===== src/rtl/pipe_ctrl_pkg.sv =====
// Shared types and control-vector encodings for the pipeline enable/flush sequencer.
// Control vector bit order: {pc_en, fd_en, fd_flush, de_en, de_flush, em_en, em_flush, mw_en}.
package pipe_ctrl_pkg;

    typedef enum logic [1:0] {
        IDLE,
        MC_BUSY,
        MEM_WAIT
    } state_e;

    localparam int unsigned CTRL_W = 8;

    localparam int unsigned BIT_PC_EN    = 7;
    localparam int unsigned BIT_FD_EN    = 6;
    localparam int unsigned BIT_FD_FLUSH = 5;
    localparam int unsigned BIT_DE_EN    = 4;
    localparam int unsigned BIT_DE_FLUSH = 3;
    localparam int unsigned BIT_EM_EN    = 2;
    localparam int unsigned BIT_EM_FLUSH = 1;
    localparam int unsigned BIT_MW_EN    = 0;

    localparam logic [CTRL_W-1:0] CTRL_DEFAULT    = 8'b1101_0101;
    localparam logic [CTRL_W-1:0] CTRL_FREEZE_ALL = 8'b0000_0000;
    localparam logic [CTRL_W-1:0] CTRL_MC_FREEZE  = 8'b0000_0111;
    localparam logic [CTRL_W-1:0] CTRL_BR_FLUSH   = 8'b1111_1101;
    localparam logic [CTRL_W-1:0] CTRL_LOAD_USE   = 8'b0001_1101;

endpackage


===== src/rtl/sat_counter.sv =====
// Saturating up-counter with synchronous clear; stops at all-ones instead of wrapping.
module sat_counter #(
    parameter int unsigned W = 32
) (
    input  logic         clk,
    input  logic         en,
    input  logic         clr,
    output logic [W-1:0] q
);

    always_ff @(posedge clk) begin
        if (clr) begin
            q <= '0;
        end else if (en && (q != '1)) begin
            q <= q + W'(1);
        end
    end

endmodule


===== src/rtl/pipeline_stall_sequencer.sv =====
// Merges load-use stalls, branch flushes, multi-cycle EXE ops and data-memory waits into one
// set of per-stage enables/flushes, with saturating stall/flush performance counters.
module pipeline_stall_sequencer
    import pipe_ctrl_pkg::*;
#(
    parameter int unsigned MC_LAT = 4,
    parameter int unsigned CNT_W  = 32
) (
    input  logic             clk,
    input  logic             rst,
    input  logic             hz_stall,
    input  logic             br_flush,
    input  logic             mc_start,
    input  logic             mem_req,
    input  logic             mem_ack,
    output logic             PC_EN_IF,
    output logic             reg_FD_EN,
    output logic             reg_FD_flush,
    output logic             reg_DE_EN,
    output logic             reg_DE_flush,
    output logic             reg_EM_EN,
    output logic             reg_EM_flush,
    output logic             reg_MW_EN,
    output logic             mc_done,
    output logic             busy,
    output logic [CNT_W-1:0] stall_cycles,
    output logic [CNT_W-1:0] flush_count
);

    localparam int unsigned CW = (MC_LAT > 2) ? $clog2(MC_LAT) : 1;

    state_e              state_q, state_d, ret_q, ret_d, eff_state;
    logic [CW-1:0]       cnt_q, cnt_d;
    logic [CTRL_W-1:0]   ctrl;
    logic                mem_pend;
    logic                mc_done_c;
    logic                br_applied;

    always_ff @(posedge clk) begin
        if (rst) begin
            state_q <= IDLE;
            cnt_q   <= '0;
            ret_q   <= IDLE;
        end else begin
            state_q <= state_d;
            cnt_q   <= cnt_d;
            ret_q   <= ret_d;
        end
    end

    always_comb begin
        ctrl       = CTRL_DEFAULT;
        mc_done_c  = 1'b0;
        br_applied = 1'b0;
        state_d    = state_q;
        cnt_d      = cnt_q;
        ret_d      = ret_q;
        eff_state  = state_q;
        mem_pend   = mem_req && !mem_ack;

        // An acknowledged wait cycle is decoded as the saved state with memory already done.
        if (state_q == MEM_WAIT) begin
            eff_state = ret_q;
            mem_pend  = 1'b0;
        end

        if ((state_q == MEM_WAIT) && !mem_ack) begin
            ctrl = CTRL_FREEZE_ALL;
        end else begin
            case (eff_state)
                IDLE: begin
                    state_d = IDLE;
                    if (mem_pend) begin
                        ctrl    = CTRL_FREEZE_ALL;
                        ret_d   = IDLE;
                        state_d = MEM_WAIT;
                    end else if (mc_start) begin
                        ctrl    = CTRL_MC_FREEZE;
                        cnt_d   = CW'(MC_LAT - 2);
                        state_d = MC_BUSY;
                    end else if (br_flush) begin
                        ctrl       = CTRL_BR_FLUSH;
                        br_applied = 1'b1;
                    end else if (hz_stall) begin
                        ctrl = CTRL_LOAD_USE;
                    end
                end
                MC_BUSY: begin
                    state_d = MC_BUSY;
                    if (mem_pend) begin
                        ctrl    = CTRL_FREEZE_ALL;
                        ret_d   = MC_BUSY;
                        state_d = MEM_WAIT;
                    end else if (cnt_q == '0) begin
                        mc_done_c = 1'b1;
                        state_d   = IDLE;
                    end else begin
                        ctrl  = CTRL_MC_FREEZE;
                        cnt_d = cnt_q - CW'(1);
                    end
                end
                default: begin
                    state_d = IDLE;
                end
            endcase
        end

        if (rst) begin
            ctrl       = CTRL_DEFAULT;
            mc_done_c  = 1'b0;
            br_applied = 1'b0;
        end
    end

    assign PC_EN_IF     = ctrl[BIT_PC_EN];
    assign reg_FD_EN    = ctrl[BIT_FD_EN];
    assign reg_FD_flush = ctrl[BIT_FD_FLUSH];
    assign reg_DE_EN    = ctrl[BIT_DE_EN];
    assign reg_DE_flush = ctrl[BIT_DE_FLUSH];
    assign reg_EM_EN    = ctrl[BIT_EM_EN];
    assign reg_EM_flush = ctrl[BIT_EM_FLUSH];
    assign reg_MW_EN    = ctrl[BIT_MW_EN];
    assign mc_done      = mc_done_c;
    assign busy         = (state_q != IDLE) && !rst;

    sat_counter #(
        .W(CNT_W)
    ) u_stall_cnt (
        .clk(clk),
        .en (!ctrl[BIT_PC_EN]),
        .clr(rst),
        .q  (stall_cycles)
    );

    sat_counter #(
        .W(CNT_W)
    ) u_flush_cnt (
        .clk(clk),
        .en (br_applied),
        .clr(rst),
        .q  (flush_count)
    );

endmodule

===== config.mk =====
export PLATFORM = sky130hd
export DESIGN_NAME = pipeline_stall_sequencer
export DESIGN_NICKNAME = d
export VERILOG_FILES = /design/src/rtl/pipe_ctrl_pkg.sv /design/src/rtl/sat_counter.sv /design/src/rtl/pipeline_stall_sequencer.sv
export SDC_FILE = /design/constraint.sdc
export NUM_CORES = 1
export LEC_CHECK = 0
export CORE_UTILIZATION = 45
export CTS_BUF_LIST = sky130_fd_sc_hd__clkbuf_8
export DETAILED_ROUTE_END_ITERATION = 16
export GPL_TIMING_DRIVEN = 0
export PLACE_DENSITY = 0.72
export SLEW_MARGIN = 20
export SYNTH_ARGS = -nofsm -noshare
export SYNTH_HDL_FRONTEND = slang
export SYNTH_SLANG_ARGS = --single-unit
export TNS_END_PERCENT = 50

===== constraint.sdc =====
create_clock -name clk -period 7.4 [get_ports clk]
set_input_delay 2.22 -clock clk [delete_from_list [all_inputs] [get_ports clk]]
set_output_delay 2.22 -clock clk [all_outputs]
set_load 0.01 [all_outputs]

==> results of run 1 <==
==> critical path, cell delays in order <==
cell	delay [ns]
clkdlybuf4s50_1	0.54
nor3b_4	0.44
nor3_1	0.10
o21ba_2	0.21
buf_2	0.23
clkbuf_2	0.26
or2_2	0.34
buf_4	0.14
clkdlybuf4s50_1	0.46
==> report_power, final <==
part	internal, mW	switching, mW
clock	0.126	0.142
combinational	0.0305	0.0466
sequential	0.375	0.00434
==> final cells by class <==
cell class                      count  area, sq um  share of cell area, %
Multi-Input combinational cell    350         2180                   45.3
Sequential cell                    69         1380                   28.7
Timing Repair Buffer               79          791                   16.5
Clock buffer                       10          138                   2.86
Tap cell                          102          128                   2.66
Buffer                             29          123                   2.55
Inverter                           11         41.3                  0.859
Clock inverter                      5         27.5                  0.573
==> cell families (layout without fill, tap and decap cells) <==
kind of cell,Yosys count,after routing,synth area share (%)
flip-flops,69,69,37.2
AND/OR/NAND/NOR,209,209,32.8
XOR/XNOR,4,4,0.942
multiplexers,14,14,4.07
buffers and inverters,41,134,4.48
adder cells (fa/ha/maj),3,3,1.01
AO/OA/AOI/OAI,120,120,19.5
==> final timing paths <==
path / from / to / slack [ns] / cells after the start
max: mem_ack / reg_FD_EN / 0.22 / 9
min: cnt_q[1]$_SDFFE_PP0P_ / cnt_q[1]$_SDFFE_PP0P_ / 0.50 / 2
max reg2reg: state_q[1]$_SDFFE_PP0N_ / u_stall_cnt.q[6]$_SDFFE_PP0P_ / 4.63 / 7
min reg2reg: cnt_q[1]$_SDFFE_PP0P_ / cnt_q[1]$_SDFFE_PP0P_ / 0.50 / 2
==> synth_stat cells (19+ instances only) <==
master / number
a21oi_1: 49
nand3_1: 21
nand4_1: 19
o21ai_0: 30
or4_1: 23
clkbuf_1: 21
nand2_1: 27
o31ai_1: 26
nor2_1: 29
or3_1: 29
dfxtp_1: 69
==> registers in the layout, indices dropped and copies added (netlist names) <==
name,count
ret_q,1
cnt_q,2
u_stall_cnt.q,32
state_q,2
u_flush_cnt.q,32
==> metal layers <==
layer	part of all wire [%]	track usage, %	routed length (um)
met5	0	0	0
met4	0.75	6.67	76
met3	4.9	5.58	501
met2	46	38.8	4710
met1	48	33.8	4900
==> cells in the final DEF (no fill, tap or decap), types with 21 or more instances in the layout <==
| cell type | Yosys | final |
|---|---|---|
| clkdlybuf4s50_1 | 0 | 79 |
| dfxtp_1 | 69 | 69 |
| a21oi_1 | 49 | 49 |
| o21ai_0 | 30 | 30 |
| nor2_1 | 29 | 29 |
| or3_1 | 29 | 29 |
| nand2_1 | 27 | 27 |
| o31ai_1 | 26 | 26 |
| or4_1 | 23 | 23 |
| nand3_1 | 21 | 21 |
==> metrics by stage <==
| stage | power, mW | TNS [ns] | hold slack [ns] | cells |
|---|---|---|---|---|
| floorplan | 0.433 | 0 | 0.460 | 460 |
| global placement | 0.464 | -0.402 | 0.480 | 641 |
| detailed placement | 0.466 | -0.389 | 0.491 | 641 |
| CTS | 0.732 | 0 | 0.503 | 655 |
| global route | 0.758 | 0 | 0.530 | 655 |
| finish | 0.725 | 0 | 0.505 | 655 |
==> results.py, run 1 <==
metrics = {
    "sta": {
        "timing.slew.headroom_pct": 30.6,
        "worst_pin_slew_ns": 1.03,
        "max_freq_ghz": 0.139,
        "final.min_clock_period_ns": 7.18,
        "drv_slew": 0,
        "setup_slack_ns": 0.216,
        "period_share_pct": 97.1,
        "hold_viol_final": 0,
        "clock_skew_ns": 0.00527,
        "grt_setup_unrepaired": "no",
        "setup_viol": 0,
    },
    "clocking": {
        "clock_sinks": 69,
        "cts_resized": 2,
        "clkSlewWorstSetupHoldPaths_ns": 0.07,
        "numCtsBuffers": 9,
        "cts_setup_buffers": 0,
        "cts_max_path_buffers": 2,
        "cts_tree": "built",
        "h-tree-depth": 3,
        "cts_hold_buf": 0,
        "insertion_delay_ns": 0.34,
        "cts_root_buffer": "clkbuf_8",
    },
    "setup_path": {
        "critPathLaunchType": "primary input",
        "critical_path_arrival_ns": 4.96,
        "end_kind": "primary output",
        "cp_max_fo": 19,
        "crit_type": "primary input to primary output",
        "cp.required_ns": 5.18,
    },
    "global_route": {
        "overflow": 0,
        "antenna_found_initial": 0,
        "grt_max_degree": 20,
        "grt_first_pass_wirelength_um": 17100,
        "grt_pass1_vias": 3603,
        "grt_usage_pct": 24.7,
    },
    "logic_synthesis": {
        "synth-seq-cells": 69,
        "synth.avg_cell_area_sq_um": 8.08,
        "yosysSeqAreaShare_pct": 37.2,
        "synth_top_area_share_pct": 37.2,
        "yosysUniqueCellTypes": 47,
        "synth_edf_count": 0,
        "synth_area_sq_mm": 0.00372,
        "synthArstFlopShare_pct": 0,
        "syn_nets": 470,
        "synth_top_area_cell": "dfxtp_1",
        "synth_cells": 460,
        "synth_warnings": 0,
        "synth.area.top_cells": "dfxtp_1 (37%), a21oi_1 (6.6%), o31ai_1 (5.3%), or3_1 (4.9%), or4_1 (4.6%)",
        "ys.flop_type": "dfxtp_1",
    },
    "cells_and_area": {
        "area_growth_pct": 29.2,
        "design_area_sq_mm": 0.00480,
        "drive_above_1_share_pct": 7.41,
        "final_nets": 559,
        "utilization_pct": 61.2,
        "n_antenna_cell": 0,
        "fillers": 753,
    },
    "job": {
        "maxCapViolations": 0,
    },
    "floorplan": {
        "die_height_um": 92.9,
        "initial_core_util_pct": 47.4,
        "core_area_sq_mm": 0.00785,
        "die_area_sq_mm": 0.00863,
        "io_pins": 81,
        "dieWidth_um": 92.9,
        "rows": 32,
    },
    "detailed_routing": {
        "drt_wl_total_um": 10200,
        "viasPerCell": 5.93,
        "wl_per_cell_um": 15.5,
        "via_count": 3885,
        "drc": 0,
        "drt_iter0_markers": 193,
        "route.antenna.remaining_nets": 0,
        "dr.pass1.iters": 4,
    },
    "pwr": {
        "irDropWorstVdd_v": 0.000112,
        "leakagePower_nw": 1.45,
        "power_density_mw_per_mm2": 151,
    },
    "outcome": {
        "status": "finished clean",
    },
    "placed_design": {
        "place_area_sq_mm": 0.00464,
        "portBuffers": 79,
        "place_congestion": 0.857,
        "hpwl_um": 7310,
        "post-place-ws_ns": -0.233,
    },
    "worst_hold_path": {
        "hold_class": "register to register",
    },
}
Note: power is estimated with default switching activity, not from simulation.
==> run 2, diff against run 1 <==
--- a/config.mk
+++ b/config.mk
@@ -5,6 +5,8 @@
 export SDC_FILE = /design/constraint.sdc
 export NUM_CORES = 1
 export LEC_CHECK = 0
+export ABC_CLOCK_PERIOD_IN_PS = 7400
+export CORE_MARGIN = 2
 export CORE_UTILIZATION = 45
 export CTS_BUF_LIST = sky130_fd_sc_hd__clkbuf_8
 export DETAILED_ROUTE_END_ITERATION = 16
==> run 2 against run 1 <==
Compared with the run above: worst hold slack better by 0.0046 ns; clock power is 28% higher; utilization is 1.1 points lower; design area is 1.3% higher; routed wire length is 2.2% higher; critical path type unchanged.
==> results.py, run 2 (same netlist as run 1, synthesis figures left out) <==
metrics = {
    "setup_path": {
        "cp_top_family": "buffers and inverters",
        "critical_path_arrival_ns": 4.95,
        "reg2reg_setup_slack_ns": 4.63,
        "critPathLaunchType": "primary input",
        "cp_max_fo": 19,
        "crit_type": "primary input to primary output",
        "ff2ff_path_depth": 7,
        "slowest_stage": "clkdlybuf4s50_1",
        "path_buf_inv": 5,
        "cp.required_ns": 5.18,
        "max_stage_delay_ns": 0.54,
        "end_kind": "primary output",
        "cp-startpoint": "mem_ack",
        "r2r-start": "state_q[1]$_SDFFE_PP0N_",
        "critPathMostFrequentCell": "clkdlybuf4s50_1",
        "path_cells": "clkdlybuf4s50_1, nor3b_4, nor3_1, o21ba_2, buf_2, clkbuf_2, or2_2, buf_4, clkdlybuf4s50_1",
        "cp.depth": 9,
    },
    "cells_and_area": {
        "n_antenna_cell": 0,
        "utilization_pct": 60.1,
        "largestRegisters": "u_flush_cnt.q (32), u_stall_cnt.q (32)",
        "final_common_cell": "clkdlybuf4s50_1",
        "layout_common_cells": "clkdlybuf4s50_1 (79), dfxtp_1 (69), a21oi_1 (49)",
        "fillers": 757,
        "area.sequential_sq_mm": 0.00138,
        "area_growth_pct": 30.9,
        "drive_above_1_share_pct": 7.58,
        "multi_input_area_sq_mm": 0.00218,
        "final_nets": 559,
        "final_cells": 659,
    },
    "detailed_routing": {
        "via_count": 3907,
        "wl_per_cell_um": 15.8,
        "dr.pass1.iters": 5,
        "drt_wl_total_um": 10400,
        "drc": 0,
        "drt_iter0_markers": 365,
        "route.antenna.remaining_nets": 0,
        "viasPerCell": 5.93,
    },
    "sta": {
        "fin_tns_setup_ns": 0,
        "drv_slew": 0,
        "hold_viol_final": 0,
        "worst_pin_slew_ns": 1.07,
        "max_freq_ghz": 0.139,
        "final.min_clock_period_ns": 7.17,
        "clock_skew_ns": 0.00795,
        "setup_viol": 0,
        "timing.slew.headroom_pct": 28.3,
        "grt_setup_unrepaired": "no",
        "period_share_pct": 96.9,
    },
    "floorplan": {
        "die_area_sq_mm": 0.00900,
        "core_area_sq_mm": 0.00809,
        "rows": 33,
        "dieWidth_um": 94.9,
        "initial_core_util_pct": 45.9,
        "die_height_um": 94.9,
        "io_pins": 81,
    },
    "clocking": {
        "cts_tree": "built",
        "numCtsBuffers": 9,
        "cts_root_buffer": "clkbuf_8",
        "cts_max_path_buffers": 2,
        "cts_setup_buffers": 0,
        "clkSlewWorstSetupHoldPaths_ns": 0.07,
        "cts_hold_buf": 0,
        "insertion_delay_ns": 0.34,
        "cts_resized": 2,
        "clock_sinks": 69,
        "h-tree-depth": 3,
    },
    "global_route": {
        "grt_pass1_vias": 3734,
        "grt_max_degree": 20,
        "overflow": 0,
        "antenna_found_initial": 0,
        "grt_usage_pct": 24.1,
        "grt_first_pass_wirelength_um": 17300,
    },
    "job": {
        "maxCapViolations": 0,
    },
    "outcome": {
        "status": "finished clean",
    },
    "pwr": {
        "power.total_mw": 0.801,
        "power_density_mw_per_mm2": 164,
        "irDropWorstVdd_v": 0.0000997,
        "leakagePower_nw": 1.47,
    },
    "worst_hold_path": {
        "hold_depth": 2,
        "min_from": "u_stall_cnt.q[7]$_SDFFE_PP0P_",
        "hold_class": "register to register",
    },
    "placed_design": {
        "hpwl_um": 7440,
        "place_congestion": 0.838,
        "portBuffers": 79,
        "placed_cells": 644,
    },
}
-- run 2: layout make-up --
| type | count | share of cell area, % |
|---|---|---|
| clock buffer | 10 | 2.83 |
| sequential | 69 | 28.4 |
| tap | 105 | 2.70 |
| timing repair buffer | 79 | 16.2 |
| clock inverter | 6 | 1.77 |
| buffer | 29 | 2.52 |
| multi-input combinational | 350 | 44.7 |
| inverter | 11 | 0.848 |
-- run 2: path summary, 6_finish.rpt --
kind                                    end
min reg2reg   u_stall_cnt.q[7]$_SDFFE_PP0P_
max reg2reg  u_stall_cnt.q[27]$_SDFFE_PP0P_
min           u_stall_cnt.q[7]$_SDFFE_PP0P_
max                               reg_FD_EN
-- run 2: where the power goes --
part,internal (mW),total (mW),switching (mW)
Sequential,0.375,0.379,0.00416
Clock,0.198,0.344,0.146
Combinational,0.0306,0.0773,0.0467
-- run 2: worst reg2reg max path, cell delays in order, from the launching register on --
cell and delay (ns):
dfxtp_1 0.40, buf_2 0.23, nor3b_1 0.49, o21ba_2 0.25
buf_2 0.24, clkbuf_1 0.29, nor4_1 0.41, mux2_2 0.37
-- run 2: layer usage --
metal  track usage, %  part of all wire (%)  wire length (um)  vias to the layer above
met5                0                     0                 0                        -
met4             5.80                   1.1               114                        0
met2             38.8                    47              4890                      111
met1             32.7                    46              4810                     1860
met3             5.43                   5.7               593                       12
li1                 -                     -                 -                     1924
-- run 2: stage by stage --
step                      setup WS [ns]  cell area [sq um]  hold WS (ns)
after global routing              0.115               4870         0.540
after floorplan                    1.24               3720         0.460
final                             0.228               4870         0.509
after global placement           -0.140               4640         0.481
after detailed placement         -0.199               4640         0.495
after CTS                         0.216               4870         0.508
==> run 3, diff against run 2 <==
==> constraint.sdc (replaced) <==
create_clock -name clk -period 7.4 [get_ports clk]
set_input_delay 2.22 -clock clk [delete_from_list [all_inputs] [get_ports clk]]
set_output_delay 2.22 -clock clk [all_outputs]
set_load 0.02 [all_outputs]
==> results of run 3 <==
Same layout as run 2 (identical final DEF). Status: finished clean.
Main changes from that run: setup slack after placement -0.199 ns -> -0.267 ns; setup slack after layout 0.228 ns -> 0.168 ns; total power 0.801 mW -> 0.805 mW
